`src/rtl/rate_mod_counter_pkg.sv`:
```
// Shared display-path constants and helpers for scan and rate counters.
package rate_mod_counter_pkg;

    // Scan limits for the pixel address counters.
    localparam int SCAN_X_MAX = 7;
    localparam int SCAN_Y_MAX = 192;

    // Prescale factor used for slow animation ticks.
    localparam int ANIM_DIV = 16;

    // Boundary behaviour selectors for the SATURATE parameter.
    localparam int CNT_WRAP = 0;
    localparam int CNT_SAT  = 1;

    // Bits needed to hold 0..value-1, never less than one bit.
    function automatic int clog2_min1(input int value);
        int width;
        width = 1;
        while ((32'sd1 <<< width) < value) begin
            width = width + 1;
        end
        return width;
    endfunction

endpackage

```
`src/rtl/rate_mod_counter_tick_prescaler.sv`:
```
// Divide-by-DIV prescaler: emits a step strobe every DIV enabled cycles.
module tick_prescaler
    import rate_mod_counter_pkg::*;
#(
    parameter int DIV = 1
) (
    input  logic clock,
    input  logic clear_b,
    input  logic enable,
    input  logic sync_clear,
    output logic tick
);

    localparam int PW = clog2_min1(DIV);
    localparam logic [PW-1:0] P_LAST = PW'(DIV - 1);
    localparam logic [PW-1:0] P_ZERO = {PW{1'b0}};

    logic [PW-1:0] p_r;
    logic [PW-1:0] p_next_s;

    // Next phase: clear has priority, otherwise advance modulo DIV while enabled.
    always_comb begin
        p_next_s = p_r;
        if (sync_clear) begin
            p_next_s = P_ZERO;
        end else if (enable) begin
            if (p_r == P_LAST) begin
                p_next_s = P_ZERO;
            end else begin
                p_next_s = p_r + PW'(1);
            end
        end else begin
            p_next_s = p_r;
        end
    end

    // Phase register with asynchronous reset.
    always_ff @(posedge clock or negedge clear_b) begin
        if (!clear_b) begin
            p_r <= P_ZERO;
        end else begin
            p_r <= p_next_s;
        end
    end

    // Strobe on the last phase of an enabled cycle (DIV = 1 reduces to enable).
    assign tick = enable && (p_r == P_LAST);

endmodule

```
`src/rtl/rate_mod_counter.sv`:
```
// Modulo 0..MAX_VALUE up/down counter with prescaler, load/clear and a
// registered terminal-count pulse for cascading into an outer counter.
module rate_mod_counter
    import rate_mod_counter_pkg::*;
#(
    parameter int WIDTH     = 8,
    parameter int MAX_VALUE = SCAN_Y_MAX,
    parameter int DIV       = 1,
    parameter int SATURATE  = CNT_WRAP
) (
    input  logic             clock,
    input  logic             clear_b,
    input  logic             enable,
    input  logic             up,
    input  logic             sync_clear,
    input  logic             load,
    input  logic [WIDTH-1:0] load_value,
    output logic [WIDTH-1:0] q,
    output logic             tick,
    output logic             tc,
    output logic             at_max,
    output logic             at_min
);

    localparam logic [WIDTH-1:0] MAX_Q  = WIDTH'(MAX_VALUE);
    localparam logic [WIDTH-1:0] ZERO_Q = {WIDTH{1'b0}};
    localparam logic             HOLD_AT_BOUNDARY = (SATURATE != 32'sd0);

    logic [WIDTH-1:0] q_r;
    logic [WIDTH-1:0] q_next_s;
    logic             tc_r;
    logic             tc_next_s;
    logic             tick_s;
    logic             p_clear_s;
    logic [WIDTH-1:0] load_clamped_s;

    // A load restarts the prescale phase exactly like a clear does.
    assign p_clear_s = sync_clear | load;

    tick_prescaler #(
        .DIV (DIV)
    ) u_prescaler (
        .clock      (clock),
        .clear_b    (clear_b),
        .enable     (enable),
        .sync_clear (p_clear_s),
        .tick       (tick_s)
    );

    // Loaded values above the top of the range are pinned to MAX_VALUE.
    assign load_clamped_s = (load_value > MAX_Q) ? MAX_Q : load_value;

    // Next count and terminal pulse: clear > load > step > hold; tc is a one-cycle pulse.
    always_comb begin
        q_next_s  = q_r;
        tc_next_s = 1'b0;
        if (sync_clear) begin
            q_next_s = ZERO_Q;
        end else if (load) begin
            q_next_s = load_clamped_s;
        end else if (tick_s) begin
            if (up) begin
                if (q_r == MAX_Q) begin
                    tc_next_s = 1'b1;
                    q_next_s  = HOLD_AT_BOUNDARY ? q_r : ZERO_Q;
                end else begin
                    q_next_s = q_r + WIDTH'(1);
                end
            end else begin
                if (q_r == ZERO_Q) begin
                    tc_next_s = 1'b1;
                    q_next_s  = HOLD_AT_BOUNDARY ? q_r : MAX_Q;
                end else begin
                    q_next_s = q_r - WIDTH'(1);
                end
            end
        end else begin
            q_next_s = q_r;
        end
    end

    // Count and terminal-pulse registers with asynchronous reset.
    always_ff @(posedge clock or negedge clear_b) begin
        if (!clear_b) begin
            q_r  <= ZERO_Q;
            tc_r <= 1'b0;
        end else begin
            q_r  <= q_next_s;
            tc_r <= tc_next_s;
        end
    end

    assign q      = q_r;
    assign tc     = tc_r;
    assign tick   = tick_s;
    assign at_max = (q_r == MAX_Q);
    assign at_min = (q_r == ZERO_Q);

endmodule

```
`config.mk`:
```
export PLATFORM = sky130hd
export DESIGN_NAME = rate_mod_counter
export DESIGN_NICKNAME = d
export VERILOG_FILES = /design/src/rtl/rate_mod_counter_pkg.sv /design/src/rtl/rate_mod_counter_tick_prescaler.sv /design/src/rtl/rate_mod_counter.sv
export SDC_FILE = /design/constraint.sdc
export NUM_CORES = 1
export LEC_CHECK = 0
export CAP_MARGIN = 20
export CELL_PAD_IN_SITES_DETAIL_PLACEMENT = 0
export CELL_PAD_IN_SITES_GLOBAL_PLACEMENT = 1
export CORE_ASPECT_RATIO = 0.7
export CORE_MARGIN = 1.5
export CORE_UTILIZATION = 48
export DETAILED_ROUTE_END_ITERATION = 12
export DONT_BUFFER_PORTS = 1
export PLACE_DENSITY = 0.91
export SETUP_SLACK_MARGIN = 0.3
export SLEW_MARGIN = 20
export SYNTH_ARGS = -nofsm -noshare
export SYNTH_HDL_FRONTEND = slang
export SYNTH_SLANG_ARGS = --single-unit
export TNS_END_PERCENT = 10
```
`constraint.sdc`:
```
create_clock -name clock -period 3.1 [get_ports clock]
set_input_delay 0.62 -clock clock [delete_from_list [all_inputs] [get_ports clock]]
set_output_delay 0.62 -clock clock [all_outputs]
set_load 0.05 [all_outputs]
```
==> impl_results.md <==
* Post-CTS sizing at 0
* Sequential share of power at 0.396
* Worst slack at placement at 0.763 ns
* CP arrival at 2.04 ns
* Initial core utilization at 0.515
* CTS Buf Count at 3
* Clock sinks at 9
* Top cells by area, synth: dfrtp_1 (23%), xnor2_1 (4.5%), ha_1 (3.9%)
* Syn_nets at around 140
* Vias in the first global route at ~830
* Crit path max fanout at 10
* Vias per inst at 6.96
* Initial antenna violation count at 0
* # DRC at 0
* Die Area at 2290 sq um
* Largest net degree at the start of global routing at 17
* Worst-Margin Slew at slightly below 0.9 ns
* Post-synthesis cell area at 963 sq um
* Fin. Hold Viols at 0
* Final ANT Viol Nets at 0
* Psw at 0.000187 W
* First-pass GRT wire length at 4.12 mm
* Async set-reset flop share out of synthesis at 1.00
* Post-layout total power at roughly 0.00043 W
* Global placement routability congestion at 0.889
* CTS tree: done
* Post-DP HPWL at around 1.9 mm
* Synth cell types at 46
* Crit path capture type: output port
* Top post-synthesis cells by count: dfrtp_1 (9), inv_1 (9), nand2_1 (9), nor2_1 (9)
* Hold Path Class: in -> async
* WL per Instance at between 15 and 20 um
* Minimum clock period at 2.66 ns
* Max H-tree Level at 1
* P_int at between 0.0002 and 0.00025 W
* Core area at between 1500 and 2000 sq um
* Initial DRC count at 54
* Synth Register Bits at 9
* LEAKAGE at 0.387 nW
* N_diodes at 0
* Hold Buf Count CTS at 0
* Fmax achieved at 376 MHz
* I/O pins at 26
* Clock skew at 0.00286 ns
* Post-synth EDFFs at 0
* Synth Warn # at 0
* Critical path launch point type: flop
* DRT Pass-1 Iters at 4
* Worst-skew pair later-pin latency at 0.28 ns
* Number of I/O port buffers at 0
* Setup tns final at 0 ns
* Status: finished, final reports clean
* Worst-path clk slew at approximately 0.070 ns
* Via count at 961
* Die Ht at around 40 um
* Crit Path Class: reg -> out
* Layout area overhead at 1.30%
* Maximum VDD drop at around 310 uV
* Comb pwr share at 0.370
* All-Layer GR Usage at 0.255
* RSZ-0062 raised after global routing: false
* Switch share at 0.439
* Num rows at 13
* Yosys top cell area share at 0.234
* Final Max Tran Viols at 0
* Cell taking the most area after synthesis: dfrtp_1
* Postcts setup bufs at 0
* CTS root buf: clkbuf_4
* # fillers at 171
* Sequential fraction of the synthesis area at 0.234
* Setup ws final at 0.441 ns
* Congestion Overflow GR at 0
* Total wire length at 2.58 mm
* Clock power frac at 0.234
* Final nets at 134
* Fin crit share at 0.858
* Chip width at 56.5 um
* Endpoints failing setup at 0
* Required time worst endpoint at about 2.5 ns
* Clk buf depth at 2
* Max-cap viol count at 0
* Power per cell area at 436 nW/um^2
* Syn_area_per_cell at 7.96 sq um
* Share of layout cells above drive strength 1 at 0.121
* Ys flop type: dfrtp_1
* Mapped Cells at 121
* Max transition margin at 0.418
## state kept, by name, indices dropped and copies added (netlist names)
signal and count:
q 8, tc 1
## power groups by stage
stage,sequential [W],combinational [W],clock [W]
finish,0.000168,0.000157,0.0000995
global route,0.000170,0.000171,0.000108
CTS,0.000168,0.000156,0.000102
detailed placement,0.000170,0.000155,0
global placement,0.000169,0.000154,0
floorplan,0.000173,0.000136,0
## area by class of cell
| cell class | count | area, sq um | area share |
|---|---|---|---|
| clock buffer | 4 | 26.3 | 0.0269 |
| inverter | 9 | 33.8 | 0.0346 |
| multi-input combinational | 91 | 641 | 0.656 |
| sequential | 9 | 225 | 0.231 |
| tap | 22 | 27.5 | 0.0282 |
| timing repair buffer | 3 | 22.5 | 0.0231 |
## worst paths after layout
kind                                       start               end  slack [ns]  depth (start not counted)
worst max-delay path            q[5]$_DFFE_PN0P_            at_max        0.44                          2
worst min-delay path                     clear_b  q[4]$_DFFE_PN0P_        0.03                          0
worst max register to register  q[0]$_DFFE_PN0P_  q[4]$_DFFE_PN0P_        0.85                          5
worst min register to register  q[4]$_DFFE_PN0P_  q[7]$_DFFE_PN0P_        0.72                          3
max in group asynchronous                clear_b  q[6]$_DFFE_PN0P_        3.00                          0
min in group clock                    sync_clear  q[1]$_DFFE_PN0P_        0.40                          1
## stage by stage
step	util	hold WS [ns]	cells	area (sq um)
floorplan	-	0.324	121	963
global placement	0.508	0.325	134	950
detailed placement	0.508	0.325	134	950
CTS	0.522	0.0210	138	976
global route	0.522	0.00787	138	976
finish	0.522	0.0276	138	976
## logic make-up (layout without fill, tap and decap cells)
group,Yosys count,count (layout),share of synthesized area
DFF,9,9,0.234
AOI/OAI and AO/OA,34,34,0.279
adders and majority gates,3,3,0.0390
and+or+nand+nor,47,47,0.277
xor gates and xnor gates,6,6,0.0545
buffers and inverters,21,16,0.101
muxes,1,1,0.0156
## layer usage
metal	wire length (um)	part of all wire	track usage
met4	46	0.018	0.125
met5	0	0	0
met3	347	0.13	0.106
met1	1110	0.43	0.318
met2	1080	0.42	0.387
## layout by cell type, fill, tap and decap left out, drive strengths merged, types with 2 or more instances in the layout
cell	instances
a31oi	2
o211ai	3
nor2	9
nand2b	2
o31ai	3
or4	2
xnor2	5
nor3	5
buf	3
nand4	3
a22oi	2
a221o	2
clkbuf	4
a311o	2
nand3	6
nand2	9
inv	9
a21oi	6
ha	3
and3	3
dfrtp	9
a221oi	2
nor3b	2
a32oi	2
and4	2
## critical path, cell delays in order (launching register included)
cell and delay, ns:
dfrtp_1 0.65, nor4_4 0.62, and4_2 0.49
Power figures use the tool's default switching activity.
